[src/rtl/truth_table_scanner_pkg.sv]
// ---------------------------------------------------------------------------
// truth_table_scanner_pkg
// Shared definitions for the truth-table scanner:
//   state_t          - scanner FSM states (IDLE, DRIVE, DONE)
//   VEC_W / TBL_W    - input-vector width and truth-table width
//   CNT_W            - settle counter width (holds 0..255)
//   REF_NOT_B_AND_D  - reference table for F = ~B & D (minterms 1,3,9,11)
// ---------------------------------------------------------------------------
package truth_table_scanner_pkg;

    localparam int VEC_W = 4;
    localparam int TBL_W = 16;
    localparam int CNT_W = 8;

    localparam logic [TBL_W-1:0] REF_NOT_B_AND_D = 16'h0A0A;

    typedef enum logic [1:0] {
        IDLE  = 2'd0,
        DRIVE = 2'd1,
        DONE  = 2'd2
    } state_t;

endpackage

[src/rtl/truth_table_scanner_settle_timer.sv]
// ---------------------------------------------------------------------------
// settle_timer
// Counts cycles a vector has been presented to the gate under test.
// Ports:
//   clk    - rising-edge clock
//   rst_n  - asynchronous active-low reset
//   clear  - synchronous clear of the count (takes priority over counting)
//   expire - high while the count equals SETTLE_CYCLES
// The owner clears the counter on the same edge it sees expire, so the count
// never climbs past SETTLE_CYCLES and no wrap handling is needed.
// ---------------------------------------------------------------------------
module settle_timer
    import truth_table_scanner_pkg::*;
#(
    parameter int unsigned SETTLE_CYCLES = 1
) (
    input  logic clk,
    input  logic rst_n,
    input  logic clear,
    output logic expire
);

    localparam logic [CNT_W-1:0] LIMIT = CNT_W'(SETTLE_CYCLES);

    logic [CNT_W-1:0] count_reg;
    logic [CNT_W-1:0] count_next;

    always_comb begin
        count_next = count_reg + 1'b1;
        if (clear) begin
            count_next = '0;
        end
    end

    always_ff @(posedge clk or negedge rst_n) begin
        if (!rst_n) begin
            count_reg <= '0;
        end else begin
            count_reg <= count_next;
        end
    end

    assign expire = (count_reg == LIMIT);

endmodule

[src/rtl/truth_table_scanner.sv]
// ---------------------------------------------------------------------------
// truth_table_scanner
// Drives all 16 input vectors onto a 4-in/1-out gate, holds each for
// SETTLE_CYCLES+1 cycles, captures the gate output into a truth table and
// compares the table against EXPECTED.
// Ports:
//   clk        - rising-edge clock
//   rst_n      - asynchronous active-low reset
//   start      - begin a scan (only honoured in IDLE, and only without abort)
//   abort      - cancel a running scan; keeps the partial table
//   abcd       - vector to the gate, abcd[3]=a ... abcd[0]=d
//   f_in       - gate output, sampled on the last edge of each settle window
//   busy       - high while vectors are being driven
//   done       - one-cycle completion pulse
//   table_q    - captured truth table, bit v = f_in for vector v
//   match      - table_q == EXPECTED, valid from done until the next start
//   fail_count - number of table bits differing from EXPECTED (0..16)
// ---------------------------------------------------------------------------
module truth_table_scanner
    import truth_table_scanner_pkg::*;
#(
    parameter int unsigned      SETTLE_CYCLES = 1,
    parameter logic [TBL_W-1:0] EXPECTED      = REF_NOT_B_AND_D
) (
    input  logic             clk,
    input  logic             rst_n,
    input  logic             start,
    input  logic             abort,
    output logic [VEC_W-1:0] abcd,
    input  logic             f_in,
    output logic             busy,
    output logic             done,
    output logic [TBL_W-1:0] table_q,
    output logic             match,
    output logic [4:0]       fail_count
);

    state_t           state_reg;
    logic [VEC_W-1:0] abcd_reg;
    logic [TBL_W-1:0] table_reg;
    logic             busy_reg;
    logic             done_reg;
    logic             match_reg;
    logic [4:0]       fail_count_reg;

    logic             timer_clear;
    logic             timer_expire;
    logic [TBL_W-1:0] mism;
    logic [4:0]       fail_count_next;

    // The timer only runs in DRIVE; it restarts for every vector and is held
    // at zero otherwise so each scan's first window is a full one.
    assign timer_clear = (state_reg != DRIVE) || timer_expire || abort;

    settle_timer #(
        .SETTLE_CYCLES (SETTLE_CYCLES)
    ) u_settle_timer (
        .clk    (clk),
        .rst_n  (rst_n),
        .clear  (timer_clear),
        .expire (timer_expire)
    );

    // Popcount of mismatching table bits. Evaluated in DONE, one edge after
    // the last capture, so the final bit of table_reg is already settled.
    genvar gi;
    generate
        for (gi = 0; gi < TBL_W; gi++) begin : g_mism
            assign mism[gi] = table_reg[gi] ^ EXPECTED[gi];
        end
    endgenerate

    always_comb begin
        fail_count_next = '0;
        for (int i = 0; i < TBL_W; i++) begin
            fail_count_next = fail_count_next + {4'd0, mism[i]};
        end
    end

    always_ff @(posedge clk or negedge rst_n) begin
        if (!rst_n) begin
            state_reg      <= IDLE;
            abcd_reg       <= '0;
            table_reg      <= '0;
            busy_reg       <= 1'b0;
            done_reg       <= 1'b0;
            match_reg      <= 1'b0;
            fail_count_reg <= '0;
        end else begin
            done_reg <= 1'b0;
            case (state_reg)
                IDLE: begin
                    // abort wins over start when both are presented here.
                    if (start && !abort) begin
                        state_reg      <= DRIVE;
                        busy_reg       <= 1'b1;
                        abcd_reg       <= '0;
                        table_reg      <= '0;
                        match_reg      <= 1'b0;
                        fail_count_reg <= '0;
                    end
                end
                DRIVE: begin
                    if (abort) begin
                        // Partial table is kept for inspection.
                        state_reg      <= IDLE;
                        busy_reg       <= 1'b0;
                        abcd_reg       <= '0;
                        match_reg      <= 1'b0;
                        fail_count_reg <= '0;
                    end else if (timer_expire) begin
                        table_reg[abcd_reg] <= f_in;
                        if (abcd_reg == 4'hF) begin
                            // abcd stays at 15 until the next start.
                            state_reg <= DONE;
                            busy_reg  <= 1'b0;
                        end else begin
                            abcd_reg <= abcd_reg + 4'd1;
                        end
                    end
                end
                DONE: begin
                    state_reg      <= IDLE;
                    done_reg       <= 1'b1;
                    match_reg      <= (table_reg == EXPECTED);
                    fail_count_reg <= fail_count_next;
                end
                default: begin
                    state_reg <= IDLE;
                end
            endcase
        end
    end

    assign abcd       = abcd_reg;
    assign busy       = busy_reg;
    assign done       = done_reg;
    assign table_q    = table_reg;
    assign match      = match_reg;
    assign fail_count = fail_count_reg;

endmodule

[config.mk]
export PLATFORM = sky130hd
export DESIGN_NAME = truth_table_scanner
export DESIGN_NICKNAME = d
export VERILOG_FILES = /design/src/rtl/truth_table_scanner_pkg.sv /design/src/rtl/truth_table_scanner_settle_timer.sv /design/src/rtl/truth_table_scanner.sv
export SDC_FILE = /design/constraint.sdc
export NUM_CORES = 1
export LEC_CHECK = 0
export ABC_CLOCK_PERIOD_IN_PS = 3500
export CAP_MARGIN = 20
export CORE_AREA = 2 2 89 91
export CTS_CLUSTER_SIZE = 8
export DETAILED_ROUTE_END_ITERATION = 8
export DIE_AREA = 0 0 91 93
export DONT_BUFFER_PORTS = 1
export GPL_TIMING_DRIVEN = 0
export SYNTH_ARGS = -nofsm -noshare
export SYNTH_HDL_FRONTEND = slang
export SYNTH_SLANG_ARGS = --single-unit
[constraint.sdc]
create_clock -name clk -period 3.5 [get_ports clk]
set_input_delay 1.05 -clock clk [delete_from_list [all_inputs] [get_ports clk]]
set_output_delay 1.05 -clock clk [all_outputs]
set_load 0.005 [all_outputs]
==> summary.md, run 1 <==
Final period utilization: 1.041. Once detail routing completed, the nets flagged for antenna violations numbered 0. Setup violation total in the final timing report: 3. The number of port buffers was 0; the sequential cell area fraction in the yosys report was 0.4204. Counting flops with a built-in enable in the synthesized netlist gives 0.

The run finished, with violations left. The first detailed-routing pass took 4 iterations. The total wire length was 5004 um.

Of all nets on the critical path, the largest fanout is 4. The setup TNS after final layout came out at -0.2956 ns. The run gives 1584 as the number of vias after detailed routing.

Yosys printed 0 warnings. For the starting utilization of the core area, the log shows 0.3005. The post-synthesis simple-gate area fraction is 0.1792, and the number of rows in the core area is 32.

TritonCTS built the clock tree. For the global-route wire length before repair, the log shows 8480 um. Traced cell by cell, the critical path runs through inv_2, fa_1, inv_2, fa_1, inv_1, fa_1, fa_1, inv_1, ha_2, inv_2, fa_2, inv_2, a22o_1.

For the overall die area, the log shows 8463 um^2. The number of antenna diodes in the final layout is 0. The tool flagged a number of max-cap violations equal to 0.

The fraction of final layout cells with drive strength greater than 1 came out at 0.1496. A synthesized cell averages 10.05 um^2. When the netlist entered floorplanning its net count stood at 251.

The count of cell types in the netlist is 41. The run gives 2512 um^2 as the final cell area excluding filler cells. Post-synthesis to final-layout area growth: 11.06%. Setup repair after global routing could not meet its margin everywhere.

Across the VDD grid, the largest voltage drop is 0.0001577 V. The detailed router finished its first iteration with 142 violations. The synthesized netlist occupies a cell area of 2262 um^2.

In this design, the stage delay of the slowest critical-path cell is 0.54 ns. The flip-flop and latch count after synthesis came out at 38. The register with the most flip-flops in the layout has 16 of them.

Xor/xnor share of the synthesized area: 0.03097. The clock skew after layout was 0.008293 ns. The sort of element at the start of the critical path was a flip-flop. The logs give 0 for the number of max-slew violations in the final report and 39 for the maximum number of pins on one net before global-route repair. The post-synthesis async set-or-reset flop share works out to 1.000. In this run the count of I/O pins placed on the die edge is 33. The worst max-slew margin expressed relative to the limit was 0.6829. In the final routed layout, each cell accounts on average for 14.89 um. Power spread over the standard cell area amounts to 356.0 nW/um^2. The critical path is of the flip-flop to flip-flop type. The net count of the finished layout is 259.

The cell with the largest stage delay on the worst path is sky130_fd_sc_hd__fa_1. Summing all placed instances gives a cell area of 2392 um^2. The compound-cell area share of the yosys netlist is 0.07577. Number of global-route vias before repair: 1651. Clock tree synthesis selected as its root buffer the cell sky130_fd_sc_hd__clkbuf_8.

The run gives 0 as the number of DRC violations after detailed routing. The total overflow left after global routing is 0. The slew at the pin closest to its max-slew limit came out at 0.4740 ns.

The vertical die dimension came out at 93 um. The run gives 0.7952 as the weighted congestion reported at the end of routability-driven placement. The final reports fail on negative setup slack. The maximum clock rate was 0.2744 GHz.

The run gives 225 as the instance count of the mapped netlist. The placeable core region is 7527 um^2, and the number of CTS-inserted buffers is 5. The clock input transition at the sequential cells of the worst setup and hold paths came out at 0.08 ns.

The type of the most critical hold path is input port to async pin. Number of buffers on the longest clock path: 2. After synthesis, the largest family of logic cells by area is simple AND/OR/NAND/NOR gates. Number of vias per cell: 4.714. The number of buffer and inverter instances along the worst setup path was 6; the source-to-sink clock delay at the later pin of the worst-skew pair was 0.30 ns. The hold violation count in the final report came out at 0.

The tools report the deepest level of the CTS H-tree as 2. The tools report the data arrival time of the critical path as 3.84 ns. The sort of element at the end of the critical path was a flip-flop. Broken down by cell family, the worst path's largest delay share belongs to adder cells. The minimum clock period after layout came out at 3.644 ns.

At the worst endpoint, the required time is 3.69 ns. For this run, the leading register cell type out of synthesis is sky130_fd_sc_hd__dfrtp_1. For the post-DP HPWL, the log shows 3787 um.

The run gives -0.1444 ns as the final critical-path setup slack. For this design the static power due to leakage is 1.214 nW. The number of antenna violations at the first check in global routing came out at 0.

The total routing usage reported by global routing is 0.1280, and the share of cell area taken by muxes after synthesis is 0.07080. The adder and majority gate portion of the synthesized area is 0.1493. The horizontal die dimension was 91 um. For this design, the sink count on the clock tree is 38.
## final timing paths
path                                     from       endpoint  slack [ns]  cells past startpoint
worst max-delay path               table_q[7]  fail_count[1]       -0.14                     13
worst max register to register     table_q[7]  fail_count[1]       -0.14                     13
max in group asynchronous               rst_n    table_q[10]        2.96                      0
worst min register to register  fail_count[1]  fail_count[1]        0.53                      1
worst min-delay path                    rst_n        abcd[0]        0.44                      0
min in group clk                fail_count[1]  fail_count[1]        0.53                      1
## layer usage
layer,track usage,part of all wire
met2,0.1877,0.45
met4,0.03914,0.011
met5,0,0
met3,0.05721,0.091
met1,0.1698,0.45
## final cells by class
| type | instances | area (um^2) |
|---|---|---|
| fillers | 798 | 5015 |
| well taps | 102 | 127.6 |
| inverters | 35 | 131.4 |
| clock buffers | 6 | 82.58 |
| clock inverters | 2 | 12.51 |
| flip-flops and latches | 38 | 958.4 |
| multi-input cells | 147 | 1157 |
| plain buffers | 5 | 35.03 |
| repair buffers | 1 | 7.507 |
## through the flow
| stage | std cells | setup WS, ns | power [mW] | hold WS [ns] | util |
|---|---|---|---|---|---|
| 2_1_floorplan | 225 | -0.01202 | 0.5499 | 0.4794 | - |
| 3_3_place_gp | 327 | -0.1661 | 0.5758 | 0.5102 | 0.3178 |
| 3_5_place_dp | 327 | -0.1823 | 0.5773 | 0.5141 | 0.3178 |
| 4_1_cts | 336 | -0.1638 | 0.9055 | 0.4271 | 0.3319 |
| 5_1_grt | 336 | -0.2862 | 0.9410 | 0.4185 | 0.3338 |
| 6_report | 336 | -0.1444 | 0.8945 | 0.4412 | 0.3338 |
## Yosys cell counts, types with 2 or more instances
cell type | count | area [um^2]
sky130_fd_sc_hd__dfrtp_1 | 38 | 950.9
sky130_fd_sc_hd__inv_1 | 35 | 131.4
sky130_fd_sc_hd__nand2_1 | 22 | 82.58
sky130_fd_sc_hd__nand3_1 | 21 | 105.1
sky130_fd_sc_hd__mux2i_1 | 16 | 160.2
sky130_fd_sc_hd__nor2_1 | 15 | 56.30
sky130_fd_sc_hd__ha_1 | 11 | 137.6
sky130_fd_sc_hd__fa_1 | 10 | 200.2
sky130_fd_sc_hd__xor2_1 | 5 | 43.79
sky130_fd_sc_hd__a21oi_1 | 4 | 20.02
sky130_fd_sc_hd__a22o_1 | 4 | 35.03
sky130_fd_sc_hd__nor4_1 | 4 | 25.02
sky130_fd_sc_hd__o21ai_1 | 3 | 15.01
sky130_fd_sc_hd__xnor2_1 | 3 | 26.28
sky130_fd_sc_hd__a21o_1 | 2 | 15.01
sky130_fd_sc_hd__a31oi_1 | 2 | 12.51
sky130_fd_sc_hd__and3_1 | 2 | 12.51
sky130_fd_sc_hd__buf_6 | 2 | 22.52
sky130_fd_sc_hd__clkbuf_1 | 2 | 7.510
sky130_fd_sc_hd__nor2b_1 | 2 | 12.51
sky130_fd_sc_hd__nor3_4 | 2 | 32.53
## what timing repair did
action,in CTS,in global routing
hold buffers,0,0
setup buffers,1,0
endpoints found under the setup margin,4,4
gates cloned,0,0
pin swaps,1,5
resized for setup,3,13
## cells by family after synthesis
kind of cell	count (synthesis)
mux	16
xor+xnor	8
fa+ha+maj	21
simple gates	78
buf+inv	40
flops	38
compound gates	24
## where the power goes
part | leakage, nW | switching [mW] | internal, mW
logic | 0.652 | 0.0651 | 0.0432
registers | 0.515 | 0.0170 | 0.448
clock network | 0.0472 | 0.162 | 0.158
## cell usage in the layout, fill, tap and decap left out, drive strengths merged, types with 2 or more instances in the layout
cell type / instances
and3: 3
mux2i: 16
dfrtp: 38
buf: 4
clkbuf: 8
xnor2: 3
inv: 35
nor3: 3
nand3: 21
a21o: 2
nor2: 15
a22o: 4
a21oi: 4
fa: 10
nor2b: 2
nand2: 22
ha: 11
xor2: 5
nor4: 4
o21ai: 4
a31oi: 2
(Power assumes the default switching activity.)
==> inputs of run 2 (changes only) <==
Settings changed: CORE_AREA 2 2 89 91 to 10 10 96 98, DIE_AREA 0 0 91 93 to 0 0 106 108, SKIP_CTS_REPAIR_TIMING from default to 1, SYNTH_HIERARCHICAL from default to 1.
==> summary.md, run 2 <==
Routed length on met1: 2466 um (+8.9%). The fraction of final layout cells with drive strength greater than 1 was 0.1265 (-0.02304). The vertical die dimension was 108 um (+16%).

The tools report the number of max-slew violations in the final report as 0 (unchanged). In this run the worst setup path terminates at fail_count[2]. In this run the clock root is driven by a sky130_fd_sc_hd__clkbuf_8. The number of vias after detailed routing is 1729 (+9.2%), and the number of DRC violations after detailed routing is 0 (unchanged). Minimum clock period after layout: 3.607 ns (-0.03710 ns). The switching power share of the total was 0.3723 (+0.09910). STA classifies the critical path startpoint as a flip-flop.

The leakage power total is 1.071 nW (-12%). The critical path required time is 3.68 ns (about the same), and the total power of the final layout is 1.276 mW (+43%). The post-layout utilization of the core was 0.3317 (-0.002124); the count of warnings emitted by yosys was 6 (+6). The number of clock sinks is 38 (unchanged).

Leaving out fill and tap cells, the most frequent cells in the layout are 34 x sky130_fd_sc_hd__dfrtp_1, 21 x sky130_fd_sc_hd__inv_1, 20 x sky130_fd_sc_hd__o21ai_1. The post-DP HPWL came out at 4164 um (+10%). The type of the most critical hold path is input port to async pin. The final period utilization was 1.031 (-0.01060). The count of TritonRoute iterations in the first routing pass was 4 (unchanged).

The run gives 0 (unchanged) as the hold violation count in the final report. The post-synthesis async set-or-reset flop share is 1.000 (unchanged). After synthesis, the cell types taking the most area are sky130_fd_sc_hd__dfrtp_1 43%, sky130_fd_sc_hd__fa_1 9.0%, sky130_fd_sc_hd__ha_1 6.2%.

The horizontal die dimension is 106 um (+16%). The final global-route overflow total was 0 (unchanged); the max-capacitance violation count was 0 (unchanged). Maximum fanout encountered on the critical timing path: 4 (unchanged). The final critical-path setup slack is -0.1073 ns (+0.03710 ns), and the internal power consumption is 0.8009 mW (+23%).

The maximum clock rate is 0.2772 GHz (+1.0%), and the instance count of the mapped netlist is 237 (+5.3%). Most frequent standard cell in the layout excluding fill and tap cells: sky130_fd_sc_hd__dfrtp_1. The post-placement cell area was 2362 um^2 (-1.3%); the post-synthesis to final-layout area growth was 10.65%.

The total area of sequential cells was 955.9 um^2 (-0.26%); the setup violation total in the final timing report was 3 (unchanged). The path depth of the worst reg2reg path works out to 12 (-1). The summed instance area of the synthesized netlist is 2232 um^2 (-1.3%). By instance count, the leading cell after synthesis is sky130_fd_sc_hd__dfrtp_1. The number of rows in the core area was 32 (unchanged); the amount of wire on met3 after detailed routing was 427 um (-5.7%).

The mean instance size in the synthesized netlist works out to 9.418 um^2 (-6.3%). The power density over the cells works out to 516.6 nW/um^2 (+45%). The data arrival time of the critical path was 3.79 ns (-0.05 ns). Deepest level of the CTS H-tree: 2 (unchanged). The startpoint identified for the worst register-to-register timing path is table_q[13]. The sum of met2 wire segment lengths after detailed routing is 2535 um (+14%). For the starting utilization of the core area, the log shows 0.2997 (-0.0008008). The switching power total is 0.4751 mW (+94%). The run gives -0.2574 ns (+0.03820 ns) as the setup TNS after final layout. Cell taking the most area after synthesis: sky130_fd_sc_hd__dfrtp_1. Among all flip-flop cells after synthesis, the most frequent one is sky130_fd_sc_hd__dfrtp_1. For the weighted congestion reported at the end of routability-driven placement, the log shows 0.8918 (+12%). The run gives 0.09770 (-0.03025) as the total routing usage reported by global routing. The number of vias per cell was 4.983 (+5.7%); the final cell area excluding filler cells was 2470 um^2 (-1.7%). The count of flip-flops with a built-in enable after synthesis works out to 0 (unchanged).

The global-route wire length before repair was 9011 um (+6.3%). The tools report the number of filler cells placed in the layout as 804 (+0.75%). The number of buffers on the longest clock path was 2 (unchanged); the source-to-sink clock delay at the later pin of the worst-skew pair was 0.29 ns (about the same). The average routed wire per standard cell came out at 15.81 um (+6.2%). Worst setup path startpoint: table_q[13]. Setup repair after global routing could not meet its margin everywhere.

The total wire length is 5486 um (+9.6%), and the number of port buffers is 0 (unchanged). Worst hold slack: 0.4471 ns (+0.005902 ns). Signal routing reaches up to met4.

The total instance count after detailed placement was 339 (+3.7%); the area of combinational cells with multiple inputs was 1130 um^2 (-2.4%). The flip-flop and latch count after synthesis is 38 (unchanged). The tools report the number of nets in the synthesized netlist as 263 (+4.8%). The worst setup path is of the flip-flop to flip-flop kind. The number of antenna diodes came out at 0 (unchanged). The slack of the worst reg-to-reg path came out at -0.11 ns (+0.04 ns). The tools report the count of nets left with antenna violations after detail routing as 0 (unchanged). Clock input transition at the sequential cells of the worst setup and hold paths: 0.08 ns (about the same). The peak ir drop on the vdd network is 0.0001588 V (+0.67%), and the slew at the pin closest to its max-slew limit is 0.9536 ns (+0.4796 ns).

TritonCTS built the clock tree. The non-filler instance count after layout is 347 (+3.3%), and the number of antenna violations at the first check in global routing is 0 (unchanged). The run gives 39 (unchanged) as the maximum number of pins on one net before global-route repair.

The worst max-slew margin expressed relative to the limit came out at 0.3584 (-0.3244). For the placeable core region, the log shows 7447 um^2 (-1.1%). The logs give 270 (+4.2%) for the net count of the finished layout and 0.405 (-0.115) for the portion of total power attributed to sequential cells. The sequential cell area fraction in the yosys report is 0.4260 (+0.005655).

The logs give 114 (-20%) for the number of DRC markers in iteration 0 and -0.2188 ns (-0.03651 ns) for the setup slack after placement. The clock skew after layout was 0.005488 ns (-0.002805 ns); the number of CTS-inserted buffers was 5 (unchanged). Share of the synthesized area in the top cell type: 0.4260 (+0.005655). For the count of cell types in the netlist, the log shows 38 (-7.3%). The final reports fail on negative setup slack. The endpoint identified for the worst register-to-register timing path is fail_count[2].

The logs give 0.250 (-0.109) for the portion of total power attributed to the clock network and 1685 (+2.1%) for the number of global-route vias before repair. Number of placed I/O pins: 33 (unchanged). In the synthesized netlist, the cells that appear most often are 38 x sky130_fd_sc_hd__dfrtp_1, 30 x sky130_fd_sc_hd__inv_1, 20 x sky130_fd_sc_hd__o21ai_1.

The combinational fraction of design power is 0.345 (+0.224). The sort of element at the end of the critical path is a flip-flop. The overall die area came out at 11450 um^2 (+35%). The flow ran to the end, but the final reports show violations.

The flip-flop count of the largest register after layout was 16 (unchanged).
## run 2: cell families (layout without fill, tap and decap cells)
group,Yosys count,count (layout),synth area share
AND/OR/NAND/NOR,59,59,0.1407
adder cells (fa/ha/maj),21,21,0.1513
flip-flops,38,38,0.4260
buffers and inverters,40,48,0.07231
AO/OA/AOI/OAI,73,73,0.1855
XOR/XNOR,5,5,0.01962
multiplexers,1,1,0.004484
## run 2: worst min path at each step
stage | startpoint | to | slack [ns] | cells past startpoint
2_1_floorplan | fail_count[4] | fail_count[4] | 0.48 | 1
3_3_place_gp | match | match | 0.52 | 1
3_5_place_dp | match | match | 0.53 | 1
4_1_cts | rst_n | match | 0.44 | 0
5_1_grt | rst_n | match | 0.42 | 0
6_report | rst_n | match | 0.45 | 0
## run 2: area by class of cell
cell class | instances | share of cell area
clock inverters | 2 | 0.005066
plain buffers | 10 | 0.01976
flip-flops and latches | 38 | 0.3870
multi-input cells | 159 | 0.4574
well taps | 102 | 0.05167
inverters | 30 | 0.04559
clock buffers | 6 | 0.03343
## run 2: worst max-delay path: stages, from the launching register on
cell and delay, ns:
sky130_fd_sc_hd__dfrtp_2 0.43, sky130_fd_sc_hd__inv_2 0.05, sky130_fd_sc_hd__fa_1 0.54, sky130_fd_sc_hd__inv_2 0.04, sky130_fd_sc_hd__fa_2 0.53, sky130_fd_sc_hd__inv_2 0.04, sky130_fd_sc_hd__fa_2 0.42, sky130_fd_sc_hd__fa_1 0.52
sky130_fd_sc_hd__inv_1 0.05, sky130_fd_sc_hd__ha_2 0.18, sky130_fd_sc_hd__fa_2 0.37, sky130_fd_sc_hd__xor2_1 0.15, sky130_fd_sc_hd__a22o_1 0.18
## run 2: routing by layer
metal  global-route usage  up-vias
li1                     -      826
met2               0.1466       47
met3              0.03986        6
met1               0.1276      850
met5                    0        -
met4              0.02611        0
## run 2: power by group through the flow
stage,Combinational (mW),Sequential [mW],Clock [mW]
after detailed placement,0.432,0.526,0
after CTS,0.436,0.518,0.333
after floorplan,0.346,0.510,0
after global placement,0.425,0.525,0
final,0.440,0.517,0.319
after global routing,0.513,0.526,0.353
==> inputs of run 3 (changes only) <==
Settings changed: CELL_PAD_IN_SITES_DETAIL_PLACEMENT from default to 0, CELL_PAD_IN_SITES_GLOBAL_PLACEMENT from default to 2, PLACE_DENSITY_LB_ADDON from default to 0.1.
==> summary.md, run 3 (same netlist as run 2, synthesis figures left out) <==
The run gives 2 (unchanged) as the deepest level of the CTS H-tree. In the layout the commonest cells are 33 x sky130_fd_sc_hd__dfrtp_1, 20 x sky130_fd_sc_hd__inv_1, 20 x sky130_fd_sc_hd__o21ai_1. The slack of the worst reg-to-reg path was -0.08 ns (+0.03 ns). The number of CTS-inserted buffers is 5 (unchanged). Starting utilization of the core area: 0.2997 (unchanged). The slew at the pin closest to its max-slew limit was 0.9807 ns (+0.02715 ns).

The cell with the largest stage delay on the worst path was sky130_fd_sc_hd__fa_1. The number of DRC violations after detailed routing is 0 (unchanged), and the number of antenna violations at the first check in global routing is 0 (unchanged). The tools report the number of rows in the core area as 32 (unchanged). Net count of the finished layout: 270 (unchanged). The number of antenna diodes was 0 (unchanged). The worst hold slack is 0.4443 ns (-0.002787 ns).

The data arrival time of the critical path came out at 3.75 ns (-0.04 ns). The number of filler cells placed in the layout was 789 (-1.9%). The global-route track usage on met3 came out at 0.03629 (-0.003569). The worst register-to-register path begins at table_q[7]. Number of vias after detailed routing: 1667 (-3.6%).

Traced cell by cell, the critical path runs through inv_2, fa_1, inv_2, fa_2, inv_2, fa_2, fa_1, inv_2, ha_4, fa_2, xor2_1, a22o_1. The post-DP HPWL was 4616 um (+11%). Average routed wire per standard cell: 17.68 um (+12%). Number of global-route vias before repair: 1729 (+2.6%). Leaving out fill and tap cells, the most frequent cell in the layout is sky130_fd_sc_hd__dfrtp_1.

The final period utilization was 1.022 (-0.008298). The most crowded layer after global routing was met2. The run gives 0 (unchanged) as the number of max-slew violations in the final report.

The number of buffers on the longest clock path is 2 (unchanged). Number of vias per cell: 4.804 (-3.6%). Type of the most critical hold path: input port to async pin.

The fraction of final layout cells with drive strength greater than 1 is 0.1388 (+0.01224), and the maximum fanout encountered on the critical timing path is 4 (unchanged). The met1 track demand over resource is 0.1497 (+0.02211), and the vertical die dimension is 108 um (unchanged). The placeable core region was 7447 um^2 (unchanged); the final critical-path setup slack was -0.07823 ns (+0.02904 ns).

Setup TNS after final layout: -0.1368 ns (+0.1206 ns). Sort of element at the start of the critical path: a flip-flop. Setup repair after global routing could not meet its margin everywhere. STA classifies the critical path endpoint as a flip-flop. Minimum clock period after layout: 3.578 ns (-0.02904 ns).

Root buffer selected by CTS: sky130_fd_sc_hd__clkbuf_8. The leakage power total was 1.077 nW (+0.56%). The worst register-to-register path ends at fail_count[2]. The flip-flop count of the largest register after layout is 16 (unchanged), and the highest cell delay on the worst timing path is 0.54 ns (about the same). TritonCTS built the clock tree. Area of combinational cells with multiple inputs: 1144 um^2 (+1.2%).

Setup violation total in the final timing report: 3 (unchanged). The tools report the number of placed I/O pins as 33 (unchanged). The number of clock sinks is 38 (unchanged).

The critical path required time was 3.67 ns (about the same). The total routing usage reported by global routing came out at 0.1113 (+0.01359). The most numerous cell type found on the critical path is sky130_fd_sc_hd__inv_2. The count of nets left with antenna violations after detail routing is 0 (unchanged). Overall die area: 11450 um^2 (unchanged).

The maximum clock rate was 0.2795 GHz (+0.81%). For the clock skew after layout, the log shows 0.01148 ns (+0.005989 ns). The clock input transition at the sequential cells of the worst setup and hold paths came out at 0.08 ns (about the same).

Hold violation count in the final report: 0 (unchanged). The maximum number of pins on one net before global-route repair was 39 (unchanged); the met2 track demand over resource in global routing was 0.1648 (+0.01811). The logs give 9991 um (+11%) for the global-route wire length before repair and 0.29 ns (about the same) for the source-to-sink clock delay at the later pin of the worst-skew pair. The total area of sequential cells was 957.2 um^2 (+0.13%). The final reports fail on negative setup slack. The path depth of the worst reg2reg path came out at 12 (unchanged). The horizontal die dimension is 106 um (unchanged), and the weighted congestion reported at the end of routability-driven placement is 0.7224 (-19%). The tools report the final global-route overflow total as 0 (unchanged). The number of port buffers came out at 0 (unchanged). The max-capacitance violation count is 0 (unchanged). From synthesis to final layout, the design area changed by 11.94%.

The run gives 55 (-52%) as the number of DRC markers in iteration 0. Worst max-slew margin expressed relative to the limit: 0.3402 (-0.01827). The critical path is of the flip-flop to flip-flop type.

Peak ir drop on the vdd network: 0.0001789 V (+13%). The count of TritonRoute iterations in the first routing pass is 4 (unchanged). The flow ran to the end, but the final reports show violations. The power density over the cells was 542.4 nW/um^2 (+5.0%); the total wire length was 6135 um (+12%).
run 3: cell count changes in the layout (fill, tap and decap cells not counted), sizes merged:
| cell | previous run | this run |
|---|---|---|
| clkbuf | 11 | 10 |
| clkinvlp | 1 | 0 |
| bufinv | 0 | 1 |
| clkinv | 1 | 2 |
run 3: worst max-delay path by stage:
stage	startpoint	endpoint	slack, ns	cells after the start
final	table_q[7]	fail_count[2]	-0.08	12
after CTS	table_q[0]	fail_count[3]	-0.22	13
after detailed placement	table_q[0]	fail_count[3]	-0.19	13
after floorplan	table_q[0]	fail_count[3]	0.005	13
after global placement	table_q[0]	fail_count[3]	-0.18	13
after global routing	table_q[7]	fail_count[2]	-0.20	12
run 3: routing by layer:
metal  vias up  share of wire
met2        32           0.44
met4         0          0.021
li1        827              -
met1       800           0.48
met5         -              0
met3         8          0.061
run 3: cell type report:
cell class              instances  share of cell area
inverters                      30             0.04507
multi-input cells             159              0.4577
clock buffers                   5             0.02754
flip-flops and latches         38              0.3831
well taps                     102             0.05108
plain buffers                  10             0.01953
clock inverters                 3             0.01602
run 3: power breakdown:
part / switching (mW) / leakage (nW) / total (mW) / internal [mW]
sequential: 0.0480 / 0.517 / 0.517 / 0.469
combinational: 0.286 / 0.503 / 0.464 / 0.179
clock: 0.164 / 0.0579 / 0.374 / 0.210
total: 0.497 / 1.08 / 1.36 / 0.858
run 3: through the flow:
stage | instance area, um^2 | std cells | power [mW] | setup WS (ns) | utilization
after floorplan | 2235 | 237 | 0.8553 | 0.005217 | -
after global placement | 2362 | 339 | 0.9790 | -0.1759 | 0.3172
after detailed placement | 2362 | 339 | 0.9739 | -0.1892 | 0.3172
after CTS | 2471 | 347 | 1.359 | -0.2191 | 0.3318
after global routing | 2499 | 347 | 1.466 | -0.2019 | 0.3355
final | 2499 | 347 | 1.355 | -0.07823 | 0.3355
run 3: worst max-delay path: cells and delay by family (launching register included):
kind	cells	cell delay, ns
AOI/OAI and AO/OA	1	0.17
buffers and inverters	4	0.18
adders and majority gates	6	2.53
xor gates and xnor gates	1	0.15
DFF	1	0.43
